File: config.mk
export PLATFORM = sky130hd
export DESIGN_NAME = config_regfile
export DESIGN_NICKNAME = d
export VERILOG_FILES = /design/src/rtl/config_regfile.sv
export SDC_FILE = /design/constraint.sdc
export NUM_CORES = 1
export LEC_CHECK = 0
export BUFFER_PORTS_ARGS = -buffer_cell sky130_fd_sc_hd__buf_2
export CAP_MARGIN = 15
export CORE_MARGIN = 8
export CORE_UTILIZATION = 35
export CTS_CLUSTER_DIAMETER = 50
export DETAILED_ROUTE_END_ITERATION = 10
export PLACE_DENSITY_LB_ADDON = 0.25
export SYNTH_ARGS = -nofsm -noshare
export SYNTH_HDL_FRONTEND = slang
export SYNTH_SLANG_ARGS = --single-unit
File: constraint.sdc
create_clock -name clk -period 2 [get_ports clk]
set_clock_uncertainty 0.05 [all_clocks]
set_input_delay 0.1 -clock clk [delete_from_list [all_inputs] [get_ports clk]]
set_output_delay 0.1 -clock clk [all_outputs]
set_load 0.005 [all_outputs]
File: src/rtl/config_regfile.sv
// Paged, double-buffered configuration register file driven by a host byte stream.
// Optional macro CFG_LOCK_EN adds a sticky LOCK command (0x84) that freezes updates.
module config_regfile #(
    parameter int unsigned               NUM_PAGES   = 1,
    parameter logic [32*NUM_PAGES-1:0]   DEFAULT_CFG = {NUM_PAGES{32'hBBFC_0000}}
) (
    input  logic                       clk,
    input  logic                       rst_n,
    input  logic                       enable,
    input  logic [7:0]                 data_in,
    output logic [32*NUM_PAGES-1:0]    config_out,
    output logic                       config_update,
    output logic                       dirty,
    output logic                       rd_valid,
    output logic [3:0]                 rd_data,
    output logic                       cmd_err
);

    localparam int unsigned CFG_W = 32 * NUM_PAGES;
    localparam int unsigned NIBS  = CFG_W / 4;
    localparam int unsigned PW    = (NUM_PAGES > 1) ? $clog2(NUM_PAGES) : 1;

    logic [CFG_W-1:0] cfg_q, cfg_d;
    logic [CFG_W-1:0] stg_q, stg_d;
    logic [PW-1:0]    page_q, page_d;
    logic             dirty_q, dirty_d;
    logic             update_q, update_d;
    logic             rd_valid_q, rd_valid_d;
    logic [3:0]       rd_data_q, rd_data_d;
    logic             err_q, err_d;
    logic             locked;
    logic [PW+2:0]    wr_field, rd_field;

`ifdef CFG_LOCK_EN
    logic lock_q, lock_d;
    assign locked = lock_q;
`else
    assign locked = 1'b0;
`endif

    assign wr_field = {page_q, data_in[6:4]};
    assign rd_field = {page_q, data_in[2:0]};

    always_comb begin
        cfg_d      = cfg_q;
        stg_d      = stg_q;
        page_d     = page_q;
        dirty_d    = dirty_q;
        update_d   = 1'b0;
        rd_valid_d = 1'b0;
        rd_data_d  = rd_data_q;
        err_d      = err_q;
`ifdef CFG_LOCK_EN
        lock_d     = lock_q;
`endif
        if (enable) begin
            casez (data_in)
                8'b0???_????: begin
                    if (locked) begin
                        err_d = 1'b1;
                    end else begin
                        for (int unsigned n = 0; n < NIBS; n++) begin
                            if (32'(wr_field) == n) stg_d[n*4 +: 4] = data_in[3:0];
                        end
                        dirty_d = 1'b1;
                    end
                end
                8'h80: ;
                8'h81: begin
                    if (locked) begin
                        err_d = 1'b1;
                    end else begin
                        cfg_d    = stg_q;
                        dirty_d  = 1'b0;
                        update_d = 1'b1;
                    end
                end
                8'h82: begin
                    if (locked) begin
                        err_d = 1'b1;
                    end else begin
                        stg_d   = cfg_q;
                        dirty_d = 1'b0;
                    end
                end
                8'h83: begin
                    if (locked) begin
                        err_d = 1'b1;
                    end else begin
                        stg_d    = DEFAULT_CFG;
                        cfg_d    = DEFAULT_CFG;
                        dirty_d  = 1'b0;
                        update_d = 1'b1;
                    end
                end
`ifdef CFG_LOCK_EN
                8'h84: lock_d = 1'b1;
`endif
                8'b101?_????: begin
                    // Out-of-range page keeps the current page and flags the host.
                    if (32'(data_in[4:0]) < NUM_PAGES) page_d = data_in[PW-1:0];
                    else err_d = 1'b1;
                end
                8'b1100_0???: begin
                    for (int unsigned n = 0; n < NIBS; n++) begin
                        if (32'(rd_field) == n) rd_data_d = stg_q[n*4 +: 4];
                    end
                    rd_valid_d = 1'b1;
                end
                default: err_d = 1'b1;
            endcase
        end
    end

    always_ff @(posedge clk or negedge rst_n) begin
        if (!rst_n) begin
            cfg_q      <= DEFAULT_CFG;
            stg_q      <= DEFAULT_CFG;
            page_q     <= '0;
            dirty_q    <= 1'b0;
            update_q   <= 1'b0;
            rd_valid_q <= 1'b0;
            rd_data_q  <= 4'h0;
            err_q      <= 1'b0;
        end else begin
            cfg_q      <= cfg_d;
            stg_q      <= stg_d;
            page_q     <= page_d;
            dirty_q    <= dirty_d;
            update_q   <= update_d;
            rd_valid_q <= rd_valid_d;
            rd_data_q  <= rd_data_d;
            err_q      <= err_d;
        end
    end

`ifdef CFG_LOCK_EN
    always_ff @(posedge clk or negedge rst_n) begin
        if (!rst_n) lock_q <= 1'b0;
        else        lock_q <= lock_d;
    end
`endif

    assign config_out    = cfg_q;
    assign config_update = update_q;
    assign dirty         = dirty_q;
    assign rd_valid      = rd_valid_q;
    assign rd_data       = rd_data_q;
    assign cmd_err       = err_q;

endmodule

Yosys cells after proc, flatten, opt, wreduce, memory -nomap -nowiden
Cells that the tools add are included.
- magnitude comparators: 1
- equal/unequal tests: 30
- multiplexer cells: 27
- bitwise logic cells: 2
- reduce and logical (&&, ||, !) cells: 23
- operators with widths (cell ; count):
    case mux 32 bit (3 select lines) ; 1
    2-to-1 mux 4 bit ; 16
    case mux 32 bit (2 select lines) ; 1
    == test 4 x 3 -> 1 bit (second input constant) ; 8
    == test 8 bit (second input constant) ; 4
    2-to-1 mux 32 bit ; 1
    AND reduction 3 bit ; 10
    != test 3 bit (second input constant) ; 8
    == test 4 x 2 -> 1 bit (second input constant) ; 4
    == test 4 x 1 -> 1 bit (second input constant) ; 2
    logical NOT 4 bit ; 2
    nonzero test 8 bit ; 1
    2-to-1 mux 1 bit ; 6
    OR reduction 6 bit ; 1
    == test 5 bit (second input constant) ; 1
    < comparator 5 x 1 -> 1 bit (second input constant) ; 1
    OR reduction 5 bit ; 1
    != test 2 bit (second input constant) ; 2
    case mux 1 bit (2 select lines) ; 2
    AND reduction 2 bit ; 2
    AND reduction 4 bit ; 1
    nonzero test 2 bit ; 2
    == test 3 bit (second input constant) ; 1
    nonzero test 3 bit ; 1
    other kinds (3) ; 4
- register bits after elaboration: 73
- input bits: 11
- output and inout bits: 40
- word-level logic and storage cells: 98

Logic depth before layout (Yosys ltp)
Gate-level depths: netlist (run 1).
- depth in word-level cells: 9
- depth in mapped cells: 7
- mapped depth without buffers: 4

Least setup slack after synthesis (run 1)
Ideal clock, no wire load.
- kind: flip-flop to flip-flop
- start: register page_q
- end: register stg_q[16]
- library setup time: 0.125 ns
- arrival time: 1.521 ns
- data required time: 1.825 ns
- setup slack: 0.304 ns
- cell stages (with the launch flop): 4
- buffers on the path: 0
- period minus slack after synthesis: 1.696 ns
- cell sequence: dfrtp_1 -> or3b_2 -> a21oi_2 -> mux2_2
- cells in the longest elaborated chain, start to end: 3
- RTL lines (what ; RTL line ; text):
    from (decl) ; 25 ; logic [PW-1:0] page_q, page_d;
    from (signal assigned) ; 128 ; page_q <= page_d;
    == test 4 x 3 -> 1 bit ; 63 ; if (32'(wr_field) == n) stg_d[n*4 +: 4] = data_in[3:0];
    != test 3 bit (no source line) ; n/a ;
    AND reduction 3 bit (no source line) ; n/a ;
    to (signal assigned) ; 127 ; stg_q <= stg_d;
    to (decl) ; 24 ; logic [CFG_W-1:0] stg_q, stg_d;
Every way passes these cells.
A chain may end at the register's enable or synchronous reset.

Worst setup path after layout (run 1)
Ends and elaborated chain as after synthesis.

==> results of run 1 <==
-- path summary, 6_finish.rpt --
check,start,to,slack (ps),depth (start not counted)
worst max-delay path,page_q,stg_q[16],200,3
worst min-delay path,data_in[7],rd_valid,30,3
worst max register to register,page_q,stg_q[16],200,3
worst min register to register,cmd_err,cmd_err,420,1
max in group asynchronous,rst_n,stg_q[6],990,3
min in group asynchronous,rst_n,config_out[26],220,2
-- cell type report --
cell class	instances	area (um2)
repair buffers	73	450
flip-flops and latches	73	1860
clock buffers	14	183
fillers	985	5860
well taps	136	170
clock inverters	2	10.0
multi-input cells	215	1540
inverters	19	71.3
-- through the flow --
stage | instances | power (uW)
after global placement | 515 | 2670
after detailed placement | 515 | 2680
final | 532 | 3790
after CTS | 532 | 3830
after floorplan | 330 | 2370
after global routing | 532 | 3970
-- cell families after synthesis --
logic type	share of synthesized area, %
XOR/XNOR	0.243
flip-flops	51.6
AND/OR/NAND/NOR	12.6
multiplexers	7.68
AO/OA/AOI/OAI	22.2
buffers and inverters	5.73
-- worst max-delay path, stage by stage, from the launching register on --
cell and delay (ps):
sky130_fd_sc_hd__dfrtp_1 380, sky130_fd_sc_hd__or3b_2 540, sky130_fd_sc_hd__a21oi_2 340, sky130_fd_sc_hd__mux2_2 380
-- placed cells by master, fill, tap and decap left out, drive strengths merged, types with 2 or more instances in the layout --
master	n
a21oi	29
a22o	13
a22oi	2
a2bb2oi	4
and3	3
buf	72
clkbuf	14
clkinv	2
dfrtp	49
dfstp	24
inv	19
mux2	7
mux2i	13
mux4	3
nand2	20
nand2b	2
nand3	2
nand3b	3
nor2	28
nor2b	8
nor4b	3
o211ai	3
o21ai	28
o21bai	3
o22a	10
o2bb2ai	3
o311ai	2
o31a	4
o31ai	3
or3	2
or3b	2
-- routing by layer --
layer | GRT usage [%] | up-vias | wire length, um
met3 | 3.69 | 21 | 484
met1 | 18.5 | 1430 | 4510
li1 | - | 1320 | -
met5 | 0 | - | 0
met4 | 7.62 | 0 | 310
met2 | 23.4 | 64 | 4710
-- timing repair --
item,in CTS,in global routing
hold endpoints to repair,8,0
gates resized for setup,0,0
hold buffers,1,0
-- registers in the layout, summed over array words and instances, names as in the netlist --
| signal | flops |
|---|---|
| rd_valid | 1 |
| cmd_err | 1 |
| page_q | 1 |
| stg_q | 32 |
| config_update | 1 |
| rd_data | 4 |
| config_out | 32 |
| dirty | 1 |
-- power breakdown --
group,total [uW],internal (uW),switching [uW]
clock network,1140,584,557
logic,671,317,354
registers,1980,1790,190
-- cells in the mapped netlist (2+ instances only) --
| cell | number |
|---|---|
| sky130_fd_sc_hd__nor4b_4 | 2 |
| sky130_fd_sc_hd__o2bb2ai_1 | 2 |
| sky130_fd_sc_hd__a21oi_2 | 2 |
| sky130_fd_sc_hd__o21bai_1 | 3 |
| sky130_fd_sc_hd__o31a_1 | 4 |
| sky130_fd_sc_hd__a2bb2oi_1 | 4 |
| sky130_fd_sc_hd__a21oi_1 | 27 |
| sky130_fd_sc_hd__or3_1 | 2 |
| sky130_fd_sc_hd__buf_1 | 2 |
| sky130_fd_sc_hd__nor2_1 | 28 |
| sky130_fd_sc_hd__o22a_1 | 10 |
| sky130_fd_sc_hd__mux2i_1 | 13 |
| sky130_fd_sc_hd__and3_1 | 2 |
| sky130_fd_sc_hd__buf_2 | 8 |
| sky130_fd_sc_hd__inv_1 | 19 |
| sky130_fd_sc_hd__a22oi_1 | 2 |
| sky130_fd_sc_hd__mux4_2 | 3 |
| sky130_fd_sc_hd__dfrtp_1 | 49 |
| sky130_fd_sc_hd__nand2b_1 | 2 |
| sky130_fd_sc_hd__nand2_1 | 20 |
| sky130_fd_sc_hd__nor2b_1 | 8 |
| sky130_fd_sc_hd__buf_4 | 2 |
| sky130_fd_sc_hd__o21ai_0 | 16 |
| sky130_fd_sc_hd__clkbuf_1 | 6 |
| sky130_fd_sc_hd__a22o_1 | 13 |
| sky130_fd_sc_hd__mux2_2 | 7 |
| sky130_fd_sc_hd__dfstp_2 | 24 |
| sky130_fd_sc_hd__nand3b_1 | 3 |
| sky130_fd_sc_hd__buf_6 | 4 |
| sky130_fd_sc_hd__o21ai_1 | 2 |
| sky130_fd_sc_hd__nand3_1 | 2 |
| sky130_fd_sc_hd__o311ai_0 | 2 |
| sky130_fd_sc_hd__o21ai_2 | 10 |
| sky130_fd_sc_hd__o211ai_1 | 3 |
| sky130_fd_sc_hd__o31ai_1 | 3 |
==> impl_summary.txt, run 1 <==
----------------------------------------------------
[Global route]
  Wire length of the first global-routing pass ... 16200 um
  Number of global-route vias before repair ... between 2000 and 3000
  Antenna violations before repair ... 0
  Pin count of the biggest net entering global routing ... 33
  Global-route congestion overflow total ... 0
  Total routing resource utilization after global routing ... between 10 and 15%

[Yosys]
  EDFF count, synth ... 0
  Mapped Nets ... roughly 340
  Largest area contributor in the synthesized netlist ... sky130_fd_sc_hd__dfrtp_1
  Number of warnings printed during yosys synthesis ... 0
  Post-synth ARST share ... 100%
  Proportion of netlist area held by the largest area contributor ... 34.1%
  Synth cell types ... 56
  Synth Cell Area ... roughly 3600 um2
  Average cell area after synthesis ... between 10 and 15 um2
  Sequential share of the synthesized area ... approximately 52%
  Ys flop type ... sky130_fd_sc_hd__dfrtp_1
  Flop and latch count out of synthesis ... 73
  Number of instances in the synthesized netlist ... 330
  Synth top area cells ... sky130_fd_sc_hd__dfrtp_1 (34%), sky130_fd_sc_hd__dfstp_2 (18%), sky130_fd_sc_hd__a21oi_1 (3.8%)

[Die]
  Initial standard-cell utilization of the core ... 35.5%
  I/O pin total ... 51
  Die height ... between 100 and 150 um
  Die ar. ... 13800 um2
  Horiz. Die Dim ... approximately 120 um
  CORE AREA ... 10100 um2
  Floorplan row count ... 37

[Min path]
  Path type of the worst min-delay path ... input pin to register

[Pwr]
  Cell area power density ... approximately 890 nW/um2
  IR drop worst, VDD ... about 0.26 mV
  Cell leakage power ... 0.00196 uW

[STA]
  Unrepaired setup endpoints after global routing ... no
  Minimum period implied by the final worst setup slack ... roughly 1800 ps
  Worst setup slack after layout ... between 150 and 200 ps
  Number of pins exceeding their max-slew limit in the final report ... 0
  Headroom to the max-slew limit ... approximately three fifths
  Final period util ... between 90% and 100%
  Setup-violating endpoint count in the final report ... 0
  Measured slew at the worst slew-check pin ... a little under 600 ps
  Hold Slack ... 26.0 ps
  Max Fclk ... 0.554 GHz
  Setup TNS ... 0 ps
  Number of hold violations in the final report ... 0

[Placed design]
  Worst slack after detailed placement ... between 150 and 200 ps
  Detailed Place HPWL ... between 7000 and 8000 um
  Routability congestion estimate from global placement ... 0.814
  Count of buffers from port buffering ... 50
  Dpl cell area ... just over 4000 um2

[Drt]
  Routed via count divided by cell count ... 5.33
  Final routed wirelength across all metal layers ... roughly 10000 um
  Violation count after the first detailed-routing iteration ... around 170
  Count of vias placed by the detailed router ... around 2800
  Average wire length per cell after detail routing ... around 19 um
  DRC violation count after routing ... 0
  Initial DRT Pass Iterations ... 4
  Post-detailed-route count of antenna-violating nets ... 0

[Clock network]
  Buffers from clock root to sink, at most ... 2
  Clock latency reported for the late side of the worst-skew pair ... between 300 and 400 ps
  CTS tree ... built
  Root Buffer ... sky130_fd_sc_hd__clkbuf_8
  Clock transition at the registers of the reported paths ... 80 ps
  Number of buffers added by the clock tree synthesis step ... 9
  Postcts setup bufs ... 0
  CTS H-tree lvls ... 3
  Clock sink count ... 73

[Setup path]
  Kind of end point of the critical path ... register
  Setup Crit Path Kind ... register to register
  Critical Path Fanout Max ... 4
  Data arrival time of the worst path ... 2000 ps
  Sort of element at the start of the critical path ... register
  CP Data Required Time ... approximately 2200 ps

[Cells and area]
  Synth-to-layout area growth ... 18.8%
  Share of cells above drive strength 1 ... 35.9%
  Diode count ... 0
  Post-layout utilization of the core ... 42.2%
  Post-Layout Inst Area ... 4280 um2
  Post-layout net count ... approximately 400

[Outcome]
  Outcome ... finished clean

[Run]
  Max capacitance violation total ... 0

----------------------------------------------------
Power figures use the tool's default switching activity.
==> run 2, diff against run 1 <==
Settings changed: RECOVER_POWER set to 100.
==> impl_summary.txt, run 2 (synthesis gave the netlist of run 1 again) <==
----------------------------------------------------
[Setup path]
  CP Data Required Time ... 2220 ps (+30 ps)
  Highest-delay cell along the critical path ... sky130_fd_sc_hd__or3_1
  Kind of end point of the critical path ... register
  Count of buffering cells on the critical path with inverters included ... 2 (+2)
  Internal reg-to-reg setup slack ... 160 ps (-40 ps)
  Cell-by-cell trace of the critical path ... clkbuf_1 -> or3_1 -> o2bb2ai_1 -> clkbuf_2 -> o211ai_1 -> o21ai_0
  Sort of element at the start of the critical path ... register
  Critical Path Fanout Max ... 8 (+4)
  Dominant delay contributor by cell family on the critical path ... simple AND/OR/NAND/NOR gates
  Longest individual stage delay on the worst path ... 480 ps (-60 ps)
  Data arrival time of the worst path ... 2070 ps (+70 ps)
  Setup Crit Path Kind ... register to register

[STA]
  Minimum period implied by the final worst setup slack ... 1840 ps (+40.2 ps)
  Headroom to the max-slew limit ... 5.57% (-55 points)
  Measured slew at the worst slew-check pin ... 1420 ps (+828 ps)
  Setup TNS ... 0 ps (unchanged)
  Unrepaired setup endpoints after global routing ... no
  Number of hold violations in the final report ... 0 (unchanged)
  Max Fclk ... 0.542 GHz (-2.2%)
  Worst setup slack after layout ... 156 ps (-40.2 ps)
  Setup-violating endpoint count in the final report ... 0 (unchanged)
  Final period util ... 92.2% (+2.0 points)
  Number of pins exceeding their max-slew limit in the final report ... 0 (unchanged)

[Global route]
  Pin count of the biggest net entering global routing ... 33 (unchanged)
  Total routing resource utilization after global routing ... 14.9% (unchanged)
  Global-route congestion overflow total ... 0 (unchanged)
  Antenna violations before repair ... 0 (unchanged)
  Number of global-route vias before repair ... 2856 (unchanged)
  Wire length of the first global-routing pass ... 16200 um (unchanged)

[Min path]
  Path type of the worst min-delay path ... input pin to register

[Die]
  Die ar. ... 13800 um2 (unchanged)
  CORE AREA ... 10100 um2 (unchanged)
  I/O pin total ... 51 (unchanged)
  Horiz. Die Dim ... 117 um (unchanged)
  Die height ... 117 um (unchanged)
  Initial standard-cell utilization of the core ... 35.5% (unchanged)
  Floorplan row count ... 37 (unchanged)

[Cells and area]
  Post-layout net count ... 402 (unchanged)
  Commonest non-fill, non-tap cell in the layout ... sky130_fd_sc_hd__dfrtp_1
  Most used cells in the layout excluding fill and tap cells ... sky130_fd_sc_hd__dfrtp_1 (49), sky130_fd_sc_hd__clkbuf_1 (29), sky130_fd_sc_hd__nor2_1 (28), sky130_fd_sc_hd__a21oi_1 (28), sky130_fd_sc_hd__buf_2 (25)
  Diode count ... 0 (unchanged)
  Post-Layout Inst Area ... 4180 um2 (-2.3%)
  Share of cells above drive strength 1 ... 23.2% (-13 points)
  Synth-to-layout area growth ... 16.2%

[Run]
  Max capacitance violation total ... 0 (unchanged)

[Outcome]
  Outcome ... finished clean

[Clock network]
  Root Buffer ... sky130_fd_sc_hd__clkbuf_8
  Clock transition at the registers of the reported paths ... 80 ps (about the same)
  CTS tree ... built
  Buffers from clock root to sink, at most ... 2 (unchanged)
  Clock latency reported for the late side of the worst-skew pair ... 360 ps (about the same)
  Clock sink count ... 73 (unchanged)
  CTS H-tree lvls ... 3 (unchanged)
  Number of buffers added by the clock tree synthesis step ... 9 (unchanged)

[Drt]
  Initial DRT Pass Iterations ... 4 (unchanged)
  DRC violation count after routing ... 0 (unchanged)
  Routed via count divided by cell count ... 5.30 (-0.49%)
  Final routed wirelength across all metal layers ... 10100 um (+0.31%)
  Violation count after the first detailed-routing iteration ... 138 (-19%)
  Count of vias placed by the detailed router ... 2821 (-0.49%)
  Average wire length per cell after detail routing ... 18.9 um (+0.31%)
  Post-detailed-route count of antenna-violating nets ... 0 (unchanged)

[Pwr]
  Cell area power density ... 897 nW/um2 (+1.2%)
  Cell leakage power ... 0.00184 uW (-6.4%)
  Final total power ... 3750 uW (-1.1%)
  IR drop worst, VDD ... 0.263 mV (about the same)

[Placed design]
  Count of buffers from port buffering ... 50 (unchanged)
  Dpl cell area ... 4080 um2 (unchanged)
  Worst slack after detailed placement ... 152 ps (unchanged)
  Routability congestion estimate from global placement ... 0.814 (unchanged)
  Detailed Place HPWL ... 7210 um (unchanged)

----------------------------------------------------
-- run 2: worst register-to-register path, delay by kind of cell (launching register included) --
| family | cells | cell delay, ps |
|---|---|---|
| AO/OA/AOI/OAI | 3 | 430 |
| buffers and inverters | 2 | 420 |
| flip-flops | 1 | 380 |
| AND/OR/NAND/NOR | 1 | 480 |
-- run 2: through the flow --
step                      util [%]  std cells  hold WS [ps]
after floorplan                  -        330          -246
after global placement        40.2        515          77.5
after detailed placement      40.2        515          89.1
after CTS                     42.2        532          14.0
after global routing          41.2        532          39.3
final                         41.2        532          24.3
-- run 2: metal layers --
layer | routed length [um] | share of wire, % | vias up | global-route usage (%)
li1 | - | - | 1316 | -
met1 | 4620 | 46 | 1425 | 18.5
met2 | 4680 | 47 | 57 | 23.4
met3 | 412 | 4.1 | 23 | 3.69
met4 | 347 | 3.5 | 0 | 7.62
met5 | 0 | 0 | - | 0
-- run 2: report_power, final --
part / internal (uW) / switching, uW / total (uW)
Clock: 584 / 555 / 1140
Sequential: 1780 / 192 / 1970
Combinational: 302 / 340 / 642
-- run 2: final cells by class --
| type | instances | area [um2] |
|---|---|---|
| well taps | 136 | 170 |
| flip-flops and latches | 73 | 1860 |
| fillers | 1011 | 5960 |
| clock buffers | 14 | 183 |
| inverters | 19 | 71.3 |
| clock inverters | 2 | 10.0 |
| repair buffers | 73 | 403 |
| multi-input cells | 215 | 1490 |
-- run 2: worst paths after layout --
check,start,endpoint,cells past startpoint
max in group asynchronous,rst_n,stg_q[6],3
worst min-delay path,data_in[7],rd_valid,3
worst max-delay path,page_q,stg_q[9],6
worst max register to register,page_q,stg_q[9],6
min in group asynchronous,rst_n,config_out[26],2
worst min register to register,cmd_err,cmd_err,1
-- run 2: timing repair --
action	CTS	global route
endpoints found under the setup margin	0	0
resized for setup	0	0
hold buffers	1	0
buffers inserted	0	0
hold endpoints to repair	8	0
